==> src/rtl/alu_div_seq.sv <==
// alu_div_seq: multi-cycle RV32M DIV/DIVU/REM/REMU sequencer driving a shared ALU (restoring division).
// Optional ALU_DIV_ZERO_SKIP_EN: zero dividend with nonzero divisor finishes immediately with result 0.
module alu_div_seq (
  input  logic        clk,
  input  logic        rst,
  input  logic        start,
  input  logic [1:0]  op,
  input  logic [31:0] dividend,
  input  logic [31:0] divisor,
  output logic        busy,
  output logic        done,
  output logic [31:0] result,
  output logic [31:0] alu_a,
  output logic [31:0] alu_b,
  output logic [3:0]  alu_ctrl,
  input  logic [31:0] alu_result
);
  typedef enum logic [2:0] {IDLE, NEG_A, NEG_B, CMP, SUB, FIX, DONE} state_t;
  localparam logic [3:0] ADD = 4'b0000, SUBC = 4'b0001, GEU = 4'b1010;
  state_t state, state_n;
  logic [31:0] a_q, b_q, q, r, d, s;
  logic [1:0]  op_q;
  logic [4:0]  cnt;
  logic        sgn, neg_a, neg_b, neg_q, ge, zero_skip;
  assign sgn   = ~op_q[0];
  assign neg_a = sgn & a_q[31];
  assign neg_b = sgn & b_q[31];
  assign neg_q = neg_a ^ neg_b;
  assign s     = {r[30:0], q[31]};
  // r[31] set means the shifted remainder has a 33rd bit, so it exceeds d regardless of the compare
  assign ge    = r[31] | alu_result[0];
  assign busy  = state != IDLE;
  assign done  = state == DONE;
`ifdef ALU_DIV_ZERO_SKIP_EN
  assign zero_skip = dividend == '0;
`else
  assign zero_skip = 1'b0;
`endif
  always_comb begin
    state_n  = state;
    alu_a    = '0;
    alu_b    = '0;
    alu_ctrl = ADD;
    case (state)
      IDLE:  state_n = start ? ((divisor == '0 || zero_skip) ? DONE : NEG_A) : IDLE;
      NEG_A: begin alu_b = a_q; alu_ctrl = SUBC; state_n = NEG_B; end
      NEG_B: begin alu_b = b_q; alu_ctrl = SUBC; state_n = CMP; end
      CMP: begin
        alu_a    = s;
        alu_b    = d;
        alu_ctrl = GEU;
        state_n  = ge ? SUB : (cnt == '0 ? FIX : CMP);
      end
      SUB: begin
        alu_a    = r;
        alu_b    = d;
        alu_ctrl = SUBC;
        state_n  = cnt == '0 ? FIX : CMP;
      end
      FIX:   begin alu_b = op_q[1] ? r : q; alu_ctrl = SUBC; state_n = DONE; end
      DONE:  state_n = IDLE;
      default: state_n = IDLE;
    endcase
  end
  always_ff @(posedge clk or posedge rst) begin
    if (rst) begin
      state  <= IDLE;
      a_q    <= '0;
      b_q    <= '0;
      q      <= '0;
      r      <= '0;
      d      <= '0;
      op_q   <= '0;
      cnt    <= '0;
      result <= '0;
    end else begin
      state <= state_n;
      case (state)
        IDLE: if (start) begin
          a_q  <= dividend;
          b_q  <= divisor;
          op_q <= op;
          cnt  <= 5'd31;
          if (divisor == '0) result <= op[1] ? dividend : '1;
          else if (zero_skip) result <= '0;
        end
        NEG_A: begin
          q <= neg_a ? alu_result : a_q;
          r <= '0;
        end
        NEG_B: d <= neg_b ? alu_result : b_q;
        CMP: begin
          r <= s;
          q <= {q[30:0], ge};
          if (!ge && cnt != '0) cnt <= cnt - 5'd1;
        end
        SUB: begin
          r <= alu_result;
          if (cnt != '0) cnt <= cnt - 5'd1;
        end
        FIX: result <= op_q[1] ? (neg_a ? alu_result : r) : (neg_q ? alu_result : q);
        default: ;
      endcase
    end
  end
endmodule
==> config.mk <==
export PLATFORM = sky130hd
export DESIGN_NAME = alu_div_seq
export DESIGN_NICKNAME = d
export VERILOG_FILES = /design/src/rtl/alu_div_seq.sv
export SDC_FILE = /design/constraint.sdc
export NUM_CORES = 1
export LEC_CHECK = 0
export BUFFER_PORTS_ARGS = -buffer_cell sky130_fd_sc_hd__buf_2
export CORE_MARGIN = 1.5
export CORE_UTILIZATION = 43
export DETAILED_ROUTE_END_ITERATION = 8
export PLACE_DENSITY = 0.63
export RECOVER_POWER = 50
export SYNTH_ARGS = -nofsm -noshare
export SYNTH_HDL_FRONTEND = slang
export SYNTH_SLANG_ARGS = --single-unit
==> constraint.sdc <==
create_clock -name clk -period 5.42 [get_ports clk]
set_input_delay 0.271 -clock clk [delete_from_list [all_inputs] [get_ports clk]]
set_output_delay 0.271 -clock clk [all_outputs]
set_load 0.02 [all_outputs]
* After elaboration in Yosys (flattened, before gate mapping)
Index checks and enable logic that the tools add are counted.
** Operators by class
- Add/sub/neg operators :: 1
- Equality and inequality tests :: 10
- Multiplexer cells :: 24
- Bitwise logic cells :: 5
- Reductions and logical operators :: 16
** Operator list (count)
- two-way mux 32 bit :: 9
- one-hot mux 32 bit (2 select lines) :: 3
- one-hot mux 32 bit (4 select lines) :: 1
- one-hot mux 32 bit (3 select lines) :: 1
- zero test 32 bit :: 1
- one-hot mux 3 bit (6 select lines) :: 1
- two-way mux 5 bit :: 3
- one-hot mux 5 bit (3 select lines) :: 1
- two-way mux 3 bit :: 4
- == test 3 bit (second input constant) :: 3
- nonzero test 3 bit :: 3
- inequality test 2 bit (second input constant) :: 4
- one-hot mux 4 bit (2 select lines) :: 1
- == test 3 x 2 -> 1 bit (second input constant) :: 2
- zero test 5 bit :: 1
- nonzero test 5 bit :: 1
- subtractor 5 x 1 -> 5 bit (second input constant) :: 1
- AND reduction 4 bit :: 1
- nonzero test 2 bit :: 2
- OR reduction 4 bit :: 1
- == test 3 x 1 -> 1 bit (second input constant) :: 1
- zero test 3 bit :: 1
- AND reduction 3 bit :: 1
- AND 1 bit :: 2
- 7 further kinds :: 7
** Word-level totals
- Flip-flop bits (word level) :: 202
- Input bits :: 101
- Output and inout bits :: 102
- Logic and storage cells :: 65

* Depth between registers and ports, before layout
- Word-level depth :: 6
- Mapped depth :: 8

* Worst setup path after synthesis
Ideal clock, no wire load.
- Path type :: register to output
- Start :: register state[2]
- End :: output alu_a[23]
- Arrival time :: 1.629 ns
- Data required time :: 5.149 ns
- Slack :: 3.520 ns
- Stages on the path, launching flop included :: 6
- Path through :: dfrtp_1 -> buf_6 -> and3b_1 -> buf_6 -> clkbuf_1 -> a22o_1
** On the way
- Cells in the longest elaborated chain, start to end :: 2
** Ends and longest elaborated chain
- from (decl) :: RTL line 20 : state_t state, state_n;
- from (signal assigned) :: RTL line 77 : state <= state_n;
- == test 3 bit / == test 3 x 2 -> 1 bit (equally long branches) :: RTL line 44 : case (state)
- one-hot mux 32 bit (2 select lines) * :: RTL line 44
- to (decl) :: RTL line 13 : output logic [31:0] alu_a,
Every way passes the cells marked *; elsewhere a longest branch is shown, timed or not.

* Final worst setup path
- Start :: register state[1]
- End :: output alu_b[31]
** On the way
- Cells in the longest elaborated chain, start to end :: 3
** Ends and longest elaborated chain
- == test 3 bit / == test 3 x 2 -> 1 bit (equally long branches) :: RTL line 44
- OR reduction 2 bit (no source line)
- one-hot mux 32 bit (4 select lines) * :: RTL line 44
- to (decl) :: RTL line 14 : output logic [31:0] alu_b,
Marked as above.

==> summary.txt <==
Status
  – Status: complete, but fails checks
  – Violated checks: capacitance limit, slew limit

Cells and area
  – Number of fillers in the final layout: ~2500
  – Final net count: approximately 1700
  – Fraction of layout instances using a drive strength above 1: 0.171
  – Layout area overhead: 22.3%

Floorplan
  – Die H: around 170 um
  – Placeable Area: 26200 um^2
  – Boundary pin count: 203
  – Row count: 59
  – Horiz. Die Dim: 167 um
  – Starting Density: 0.441
  – Die area: 27900 um^2

Critical path
  – Slowest CP cell: dfrtp_1
  – Crit-path cells: inv_1, o22ai_4, buf_4, a21oi_1, o21ai_0, buf_2
  – CP Class: register to primary output
  – Critical Path Start: state[1]
  – R2r startpoint: state[1]
  – Worst setup EP type: primary output
  – Worst EP arrival: about 4.2 ns
  – Critical Path Source Type: register
  – Max incr delay on CP: 1.60 ns
  – Crit path max fanout: 52
  – Critical Path RT: 5.15 ns

Detailed routing
  – Routed Antenna Nets: 0
  – First-pass iteration count of the detailed router: 5
  – Initial DRC count: 969
  – DR WL/cell: 19.6 um
  – Post-route DRC: 0
  – Total length of routed wires: ~39000 um
  – Vias per cell: about 5.8
  – Via count of the routed design: 11409

STA
  – Period utilisation layout: 0.820
  – Slew @ Worst Pin: 2.29 ns
  – Skew final: 0.0122 ns
  – Slew Limit Fails: 291
  – Final min period: 4.44 ns
  – RSZ-0062 raised after global routing: false
  – Setup tns final: 0 ns
  – Final Hold Vio Count: 0
  – FMAX: around 230 MHz
  – Final setup fails: 0
  – Slew headroom: -0.529

Global route
  – First-pass GRT wire length: roughly 60000 um
  – Global-route usage over all layers: 0.277
  – Initial antenna violation count: 2
  – Largest net degree at the start of global routing: 163
  – Vias in the first global route: 10990
  – Grt total ovfl: 0

Clocking
  – Clock buffer depth: 3
  – CTS tree: built
  – Clock sink total: 202
  – H-tree depth: 1
  – Worst-Skew Late Latency: 0.53 ns
  – Clock root buffer: clkbuf_16
  – Total CTS buffers: 24
  – Clk slew on worst S/H paths: 0.06 ns

Synth
  – YS warnings: 0
  – Post-synthesis compound-gate area fraction: 0.234
  – Post-synthesis instance total: 1437
  – Synth cell types: 45
  – Syn Area/Cell: 8.04 um^2
  – XOR/XNOR share of the synthesized area: 0.00303
  – Cell with the most instances after synthesis: nand2_1
  – Post-synth top area share: 0.437
  – Post-synth EDFFs: 0
  – Prevailing post-synth register cell: dfrtp_1
  – Cell taking the most area after synthesis: dfrtp_1
  – Synth cell count leaders: nand2_1 (453), dfrtp_1 (202), a21oi_1 (169)
  – Post-synthesis mux area share: 0.0579
  – Simple-Gate Fraction of Synth Area: 0.211
  – Syn_nets: approximately 1500
  – Post-synth ARST share: 1.00
  – Yosys reg bits: 202
  – Top cells by area, synth: dfrtp_1 (44%), nand2_1 (15%), a21oi_1 (7.3%), a221oi_1 (4.8%), a31oi_1 (3.5%)
  – Adder-Cell Fraction of Synth Area: 0.00216
  – Largest family of logic cells by synthesized area: compound AO/OA/AOI/OAI gates
  – Post-Syn Area: 11600 um^2
  – Sequential fraction of the synthesis area: 0.437

Min path
  – Hold_sp: divisor[1]
  – HP Class: primary input to register

Pwr
  – Pwr per Cell Area: 633 nW/um^2
  – Design Power: 0.00894 W
  – LEAKAGE: around 6.4 nW
  – Worst vdd ir: 0.318 mV

Placed design
  – Post-detail-place hpwl: 24400 um
  – Port bufs: 201
  – Placer congestion estimate: 0.825

Flow run
  – Max Cap Viol: 4
[final timing paths]
kind | slack, ns | cells after the start | to
hold reg to reg | 0.49 | 1 | cnt[0]
setup reg to reg | 1.43 | 5 | r[27]
max in group asynchronous | 1.52 | 4 | state[2]
min in group asynchronous | 0.74 | 3 | b_q[29]
hold / removal | 0.02 | 3 | b_q[1]
setup / recovery | 0.98 | 6 | alu_b[31]
[stage by stage]
step / hold WS, ns / setup WS (ns) / utilization / cell area, um^2 / std cells
after floorplan: 0.376 / 2.53 / - / 11600 / 1437
after global placement: 0.477 / 2.12 / 0.482 / 12600 / 1869
after detailed placement: 0.481 / 2.03 / 0.482 / 12600 / 1869
after global routing: 0.0187 / 0.694 / 0.539 / 14100 / 1976
final: 0.0199 / 0.978 / 0.540 / 14100 / 1977
after CTS: 0.00632 / 1.48 / 0.542 / 14200 / 1975
[critical path: cells and delay by family, from the launching register on]
kind	cells	cell delay, ns
DFF	1	1.60
buffers and inverters	3	1.23
AOI/OAI and AO/OA	3	0.79
[metal layers]
metal,up-vias,track usage,part of all wire
li1,5397,-,-
met1,5515,0.383,0.44
met2,435,0.451,0.47
met3,62,0.0449,0.069
met4,0,0.0739,0.022
met5,-,0,0
[state kept, by name, indices dropped and copies added, names as in the netlist]
| name | count |
|---|---|
| b_q | 32 |
| cnt | 5 |
| r | 32 |
| d | 32 |
| op_q | 2 |
| state | 3 |
| result | 32 |
| q | 32 |
| a_q | 32 |
[cells by family after synthesis]
family | Yosys count
mux | 63
simple gates | 597
other cells | 1
compound gates | 434
xor+xnor | 4
fa+ha+maj | 2
flops | 202
buf+inv | 134
[power breakdown]
part	total [W]	internal (W)	leakage [nW]	switching [W]
Sequential	0.00296	0.00220	2.53	0.000765
Combinational	0.00407	0.00140	3.37	0.00267
Clock	0.00192	0.00124	0.468	0.000672
Total	0.00894	0.00484	6.37	0.00410
[layout make-up]
cell class	count	area, um^2	share of cell area
timing repair buffer	284	1740	0.123
inverter	9	35.0	0.00248
clock inverter	8	190	0.0135
sequential	202	5060	0.358
clock buffer	36	757	0.0535
antenna	2	5.00	0.000354
tap	335	419	0.0296
multi-input combinational	1101	5940	0.420
[repair_timing]
action,CTS,global route
hold buffers,62,0
hold endpoints to repair,101,0
buffers inserted,0,0
gates resized for setup,0,0
[layout by cell type (no fill, tap or decap), types with 2 or more instances in the layout]
| cell type | count |
|---|---|
| a22oi_1 | 31 |
| bufinv_16 | 6 |
| dfrtp_1 | 200 |
| a21oi_1 | 168 |
| clkbuf_1 | 37 |
| nor2b_4 | 2 |
| dfrtp_2 | 2 |
| a31oi_1 | 64 |
| diode_2 | 2 |
| ha_1 | 2 |
| clkinv_2 | 2 |
| nor3_4 | 2 |
| nand2b_1 | 34 |
| mux2_2 | 31 |
| nor4_1 | 8 |
| xnor2_1 | 2 |
| buf_2 | 168 |
| mux2i_1 | 32 |
| clkbuf_8 | 9 |
| nor3_1 | 4 |
| a22o_1 | 32 |
| clkbuf_16 | 25 |
| o21ai_0 | 70 |
| buf_4 | 18 |
| nand2_1 | 452 |
| inv_1 | 7 |
| xor2_1 | 2 |
| a221oi_1 | 63 |
| nand3_1 | 3 |
| nor2_2 | 3 |
| dlygate4sd3_1 | 62 |
| nor2_1 | 72 |
| nand4_1 | 2 |
No activity file was read; power rests on OpenSTA's default activity.
